==> src/rtl/dm_lsu_seq.sv <==
// Load/store sequencer for the 4 KB data memory; halfwords become two byte ops.
// Optional misalignment check enabled by defining DM_LSU_ALIGN_CHECK_EN.
module dm_lsu_seq #(
  parameter int DM_AW = 10
) (
  input  logic             clk,
  input  logic             rst,
  input  logic             req_valid,
  output logic             req_ready,
  input  logic             req_we,
  input  logic [1:0]       req_size,
  input  logic             req_signed,
  input  logic [31:0]      req_addr,
  input  logic [31:0]      req_wdata,
  output logic             resp_valid,
  output logic [31:0]      resp_rdata,
  output logic             resp_err,
  output logic [DM_AW-1:0] dm_addr,
  output logic [1:0]       dm_byte_off,
  output logic             dm_op_type,
  output logic             dm_ext_type,
  output logic             dm_wr_en,
  output logic [31:0]      dm_wdata,
  input  logic [31:0]      dm_rdata
);

  typedef enum logic [1:0] {
    IDLE,
    ACC0,
    ACC1,
    RESP
  } state_e;

  state_e      state_q;
  logic        we_q;
  logic        half_q;
  logic        signed_q;
  logic [1:0]  addr_q;
  logic [7:0]  wdata_hi_q;
  logic [7:0]  lo_q;
  logic        err_q;

  logic        req_word;
  logic        req_half;
  logic        misalign;
  logic        unused_addr;

  assign req_word  = req_size[1];
  assign req_half  = (req_size == 2'b01);
  assign req_ready = (state_q == IDLE) & ~rst;
  assign resp_err  = err_q;

  assign unused_addr = ^req_addr[31:DM_AW+2];

`ifdef DM_LSU_ALIGN_CHECK_EN
  assign misalign = (req_word & (|req_addr[1:0]))
                  | (req_half & req_addr[0]);
`else
  assign misalign = 1'b0;
`endif

  always_ff @(posedge clk or posedge rst) begin
    if (rst) begin
      state_q     <= IDLE;
      we_q        <= 1'b0;
      half_q      <= 1'b0;
      signed_q    <= 1'b0;
      addr_q      <= 2'b00;
      wdata_hi_q  <= 8'h00;
      lo_q        <= 8'h00;
      err_q       <= 1'b0;
      resp_valid  <= 1'b0;
      resp_rdata  <= 32'h0;
      dm_addr     <= '0;
      dm_byte_off <= 2'b00;
      dm_op_type  <= 1'b0;
      dm_ext_type <= 1'b0;
      dm_wr_en    <= 1'b0;
      dm_wdata    <= 32'h0;
    end else begin
      unique case (state_q)
        IDLE: begin
          if (req_valid) begin
            we_q        <= req_we;
            half_q      <= req_half;
            signed_q    <= req_signed;
            addr_q      <= req_addr[1:0];
            wdata_hi_q  <= req_wdata[15:8];
            resp_rdata  <= 32'h0;
            err_q       <= misalign;
            dm_addr     <= req_addr[DM_AW+1:2];
            dm_wdata    <= req_wdata;
            dm_ext_type <= 1'b0;
            // Memory outputs are registered, so the first access is set up here.
            if (misalign) begin
              state_q    <= RESP;
              resp_valid <= 1'b1;
              dm_wr_en   <= 1'b0;
            end else begin
              state_q  <= ACC0;
              dm_wr_en <= req_we;
              if (req_word) begin
                dm_op_type  <= 1'b1;
                dm_byte_off <= 2'b00;
              end else if (req_half) begin
                dm_op_type  <= 1'b0;
                dm_byte_off <= {req_addr[1], 1'b0};
              end else begin
                dm_op_type  <= 1'b0;
                dm_byte_off <= req_addr[1:0];
                dm_ext_type <= req_signed;
              end
            end
          end
        end
        ACC0: begin
          if (half_q) begin
            state_q     <= ACC1;
            lo_q        <= dm_rdata[7:0];
            dm_byte_off <= {addr_q[1], 1'b1};
            dm_wdata    <= {24'h0, wdata_hi_q};
            dm_wr_en    <= we_q;
          end else begin
            state_q    <= RESP;
            resp_valid <= 1'b1;
            resp_rdata <= we_q ? 32'h0 : dm_rdata;
            dm_wr_en   <= 1'b0;
          end
        end
        ACC1: begin
          state_q    <= RESP;
          resp_valid <= 1'b1;
          dm_wr_en   <= 1'b0;
          if (!we_q) begin
            resp_rdata <= {{16{signed_q & dm_rdata[7]}},
                           dm_rdata[7:0], lo_q};
          end
        end
        RESP: begin
          state_q    <= IDLE;
          resp_valid <= 1'b0;
        end
        default: state_q <= IDLE;
      endcase
    end
  end

endmodule

==> config.mk <==
export PLATFORM = sky130hd
export DESIGN_NAME = dm_lsu_seq
export DESIGN_NICKNAME = d
export VERILOG_FILES = /design/src/rtl/dm_lsu_seq.sv
export SDC_FILE = /design/constraint.sdc
export NUM_CORES = 1
export LEC_CHECK = 0
export ABC_AREA = 1
export CAP_MARGIN = 20
export CORE_MARGIN = 1
export CORE_UTILIZATION = 38
export CTS_CLUSTER_SIZE = 25
export DETAILED_ROUTE_END_ITERATION = 10
export MAX_ROUTING_LAYER = met4
export PLACE_DENSITY = 0.71
export SYNTH_ARGS = -nofsm -noshare
export SYNTH_HDL_FRONTEND = slang
export SYNTH_SLANG_ARGS = --single-unit
export TNS_END_PERCENT = 5
==> constraint.sdc <==
create_clock -name clk -period 6.8 [get_ports clk]
set_input_delay 0.68 -clock clk [delete_from_list [all_inputs] [get_ports clk]]
set_output_delay 0.68 -clock clk [all_outputs]
set_load 0.02 [all_outputs]
Word level (Yosys, flattened, before mapping)
Index checks and enable logic that the tools add are counted.
W data, S select, Z words.
{"block": "totals", "input_bits": 103, "out_inout_bits": 82, "regBits": 103}
{"block": "op_classes", "n_mux": 24, "bitwise_logic": 4, "reduce_logical": 9, "n_eq_ne": 8}
{"op": "$mux W32", "count": 6}
{"op": "$pmux W32 S3", "count": 1}
{"op": "$pmux W32 S2", "count": 1}
{"op": "$mux W1", "count": 8}
{"op": "$mux W2", "count": 4}
{"op": "$ne A2 B2 Y1 const B", "count": 4}
{"op": "$pmux W2 S4", "count": 1}
{"op": "$reduce_and A2 Y1", "count": 4}
{"op": "$pmux W1 S3", "count": 2}
{"op": "$eq A2 B1 Y1 const B", "count": 2}
{"op": "$eq A2 B2 Y1 const B", "count": 2}
{"op": "$pmux W2 S2", "count": 1}
{"op": "$reduce_and A4 Y1", "count": 1}
{"op": "$reduce_and A3 Y1", "count": 1}
{"op": "$reduce_bool A3 Y1", "count": 1}
{"op": "$and A1 B1 Y1", "count": 2}
{"op": "$logic_not A2 Y1", "count": 1}
{"op": "$not A1 Y1", "count": 2}
{"op": "$reduce_bool A2 Y1", "count": 1}

Depth between registers and ports, before layout
{"block": "logic_depth", "depth_word": 5, "ltp_mapped": 10, "ltp_nobuf": 9}

Worst setup path before layout
No wires, ideal clock.
{"block": "synth_path", "path_kind": "register to output", "start": "reg state_q[1]", "end": "out req_ready", "path_stages_with_launch": 5, "t_arrival_ns": 1.114, "slack_ns": 5.006, "t_required_ns": 6.120, "path_cell_list": "dfrtp_1 > inv_1 > ha_1 > inv_1 > nor2_1"}
{"block": "synth_between", "elab_chain_cells": 2}
{"element": "start, declared", "line": "34", "rtl": "state_e state_q;"}
{"element": "start signal, assigned", "line": "64", "rtl": "state_q <= IDLE;"}
{"element": "start signal, assigned", "line": "96", "rtl": "state_q <= RESP;"}
{"element": "start signal, assigned", "line": "100", "rtl": "state_q <= ACC0;"}
{"element": "$logic_not A2 Y1", "line": "50", "rtl": "assign req_ready = (state_q == IDLE) & ~rst;"}
{"element": "$and A1 B1 Y1", "line": "50"}
{"element": "end, declared", "line": "9", "rtl": "output logic req_ready,"}
Every way passes these cells.

Worst setup path in the final report
{"block": "layout_path", "start": "reg state_q[1]", "end": "reg dm_wdata[2]"}
{"block": "layout_between", "elab_chain_cells": 3}
{"element": "$eq A2 B1 Y1 / $logic_not A2 Y1 (equally long branches)", "line": "81", "rtl": "unique case (state_q)"}
{"element": "$ne A2 B2 Y1 (no source line) / $reduce_bool A2 Y1 (equally long branches)"}
{"element": "$reduce_and A3 Y1 (no source line)"}
{"element": "end signal, assigned", "line": "92", "rtl": "dm_wdata <= req_wdata;"}
{"element": "end signal, assigned", "line": "121", "rtl": "dm_wdata <= {24'h0, wdata_hi_q};"}
{"element": "end, declared", "line": "23", "rtl": "output logic [31:0] dm_wdata,"}
Several ways; a longest one is shown, not always the timed one.
A chain may end at the register's enable or synchronous reset.

==> metrics.yaml <==
outcome:
  status: "completed"
setup_path:
  cp_max_fo: 43
  max_stage_delay_ns: 0.82
  cp-start-kind: "register"
  end_kind: "register"
  ff2ff_setup_slack_ns: 3.88
  worstPathCellList: "inv_1, ha_2, inv_2, nand2_1, nand2_1, nand2_2, inv_2, nand2_1, nand2_1"
  reg2reg_depth: 9
  required_ns: 7.04
  path_class: "register to register"
  r2r-start: "state_q[1]"
  cp.arrival_ns: 3.16
  path_common_cell: "nand2_1"
  worstReg2RegEnd: "dm_wdata[2]"
  slowest_stage: "ha_2"
cts:
  postCtsSetupBuffers: 0
  postCtsResizedCells: 0
  cts_root_buffer: "clkbuf_16"
  htree_levels: 3
  clockBufferDepth: 2
  cts_tree: "done"
  holdBufCountCts: 0
  clk_pin_slew_ns: 0.07
  cts_made_buffers: 9
  clkSinkCount: 102
  clock_latency_ns: 0.35
finish:
  syn_to_final_growth_pct: 40.9
  diodes: 0
  postLayoutCoreUtil_pct: 55.1
  final_layout_size_suffix_gt1_share_pct: 4.48
  fin_nets: 842
yosys:
  synth_edf_count: 0
  ys_async_sr_fraction_pct: 100
  syn_area_per_cell_um2: 7.95
  synth_cell_types: 20
  ys_ff_latch: 102
  netlist_instances: 591
  synthDominantCellAreaShare_pct: 54.3
  synthesis.nets: 701
  synth_ff_type: "dfrtp_1"
  synthTopCellsByArea: "dfrtp_1 54%, nand2_1 27%, nand3_1 8.0%"
  ys_warn_count: 0
  ys_top_cells_by_count: "336 x nand2_1, 102 x dfrtp_1, 75 x nand3_1, 19 x buf_2, 12 x inv_1"
  synth_most_common_cell: "nand2_1"
  syn-cell-area_um2: 4700
  yosysSeqAreaShare_pct: 54.3
  yosysTopAreaCell: "dfrtp_1"
routing:
  vias: 4365
  antenna_left: 0
  first_pass_iters: 5
  drt_iter0_markers: 218
  wl_per_cell_um: 14.6
  routed_wl_mm: 12.9
  drc: 0
  drt-vias-per-instance: 4.94
timing:
  holdWs_ns: 0.476
  fin_crit_sh_pct: 43.0
  drv_slew: 0
  finalClockSkew_ns: 0.00864
  final-hold-violation-count: 0
  setup_tns_ns: 0
  max_freq_mhz: 342
  setup_viol: 0
  fin_ws_ns: 3.88
  tightest_slew_ns: 0.956
  fin_crit_ns: 2.92
  max_slew_margin_pct: 36.2
  rsz0062_at_grt: "no"
run:
  cap_violations: 0
hold_path:
  min_path_type: "register to register"
  hold_path_end: "lo_q[0]"
  worstHoldStart: "lo_q[0]"
  whs_path_depth: 2
die:
  core_area_um2: 12000
  rows: 40
  pin_count: 185
  die-area_um2: 12800
  die_h_um: 113
  start_util_pct: 39.1
  die_x_um: 113
global_routing:
  grt_overflow_total: 0
  grt_antenna_before_repair: 0
  grt_pass1_vias: 4340
  grt_max_degree: 73
  grt_usage_pct: 21.6
  grt_pass1_wl_mm: 21.3
power:
  pwr-share-clk_pct: 15.9
  switching_share_pct: 44.1
  peakVddDrop_mv: 0.254
  p_sw_mw: 1.38
  powerDensity_nw_per_um2: 474
  p_total_mw: 3.14
  p_leak_nw: 3.44
  p_comb_share_pct: 51.6
  p_int_mw: 1.75
  p_seq_share_pct: 32.5
placement:
  gp_congestion: 0.802
  dpl.hpwl_mm: 8.76
  pre_cts_ws_ns: 3.86
  port_buffers: 163
==> kinds of logic (layout without fill, tap and decap cells) <==
family | Yosys count | count (layout) | synth area share, %
flops | 102 | 102 | 54.3
compound gates | 8 | 8 | 0.878
fa+ha+maj | 7 | 7 | 1.86
simple gates | 423 | 423 | 37.0
buf+inv | 50 | 196 | 5.86
other cells | 1 | 1 | 0.0798
==> flip-flops by register name (all words and copies together) (netlist names) <==
register,flops
addr_q,1
dm_addr,10
dm_byte_off,2
dm_ext_type,1
dm_op_type,1
dm_wdata,32
dm_wr_en,1
half_q,1
lo_q,8
resp_rdata,32
resp_valid,1
signed_q,1
state_q,2
wdata_hi_q,8
we_q,1
==> metal layers <==
layer  routed length [um]  GRT usage [%]  vias up
li1                     -              -     2114
met1                 5590           26.8     2067
met2                 6390           36.0      170
met3                  719           3.32       14
met4                  199           7.19        0
met5                    0              -        -
==> layout make-up <==
| cell class | count | area, um^2 |
|---|---|---|
| fill | 1107 | 5390 |
| sequential | 102 | 2550 |
| multi-input combinational | 439 | 1880 |
| timing repair buffer | 165 | 1670 |
| clock buffer | 10 | 239 |
| tap | 147 | 184 |
| inverter | 15 | 58.8 |
| clock inverter | 6 | 45.0 |
==> through the flow <==
stage | cells | area (um^2)
floorplan | 591 | 4700
global placement | 867 | 6310
detailed placement | 867 | 6310
CTS | 883 | 6590
global route | 884 | 6620
finish | 884 | 6620
==> worst max-delay path by stage <==
stage | end | start | cells after the start | slack (ns)
6_report | dm_wdata[2] | state_q[1] | 9 | 3.88
4_1_cts | dm_wdata[2] | state_q[1] | 9 | 3.84
2_1_floorplan | addr_q[1] | rst | 1 | 3.44
5_1_grt | dm_wdata[4] | state_q[1] | 9 | 3.61
3_3_place_gp | dm_wdata[2] | state_q[1] | 9 | 3.95
3_5_place_dp | dm_wdata[2] | state_q[1] | 9 | 3.86
==> layout by cell type (no fill, tap or decap) <==
cell and n:
ha_1 6, dfrtp_1 102, clkbuf_16 9, nor2_1 2, clkdlybuf4s50_1 163, nand3_2 1
inv_4 1, clkinv_2 2, inv_6 2, nand4_2 1, nand3_1 75, inv_2 3
buf_4 1, clkinv_4 2, nand2_4 1, ha_2 1, o22ai_1 1, nor2_4 1
inv_1 11, clkbuf_8 1, o21ai_0 7, nand2_1 336, buf_16 1, conb_1 1
nor2_8 1, nand2_2 5
==> power by group through the flow <==
| stage | logic [mW] | registers (mW) | clock network, mW |
|---|---|---|---|
| floorplan | 0.817 | 1.23 | 0 |
| global placement | 1.56 | 1.01 | 0 |
| detailed placement | 1.60 | 1.02 | 0 |
| CTS | 1.60 | 1.02 | 0.510 |
| global route | 1.77 | 1.05 | 0.537 |
| finish | 1.62 | 1.02 | 0.499 |
==> worst max-delay path, delay by kind of cell (launching register included) <==
kind / cells / cell delay (ns)
flip-flops: 1 / 0.43
buffers and inverters: 3 / 0.67
AND/OR/NAND/NOR: 5 / 0.89
adder cells (fa/ha/maj): 1 / 0.82
Power figures use the tool's default switching activity.
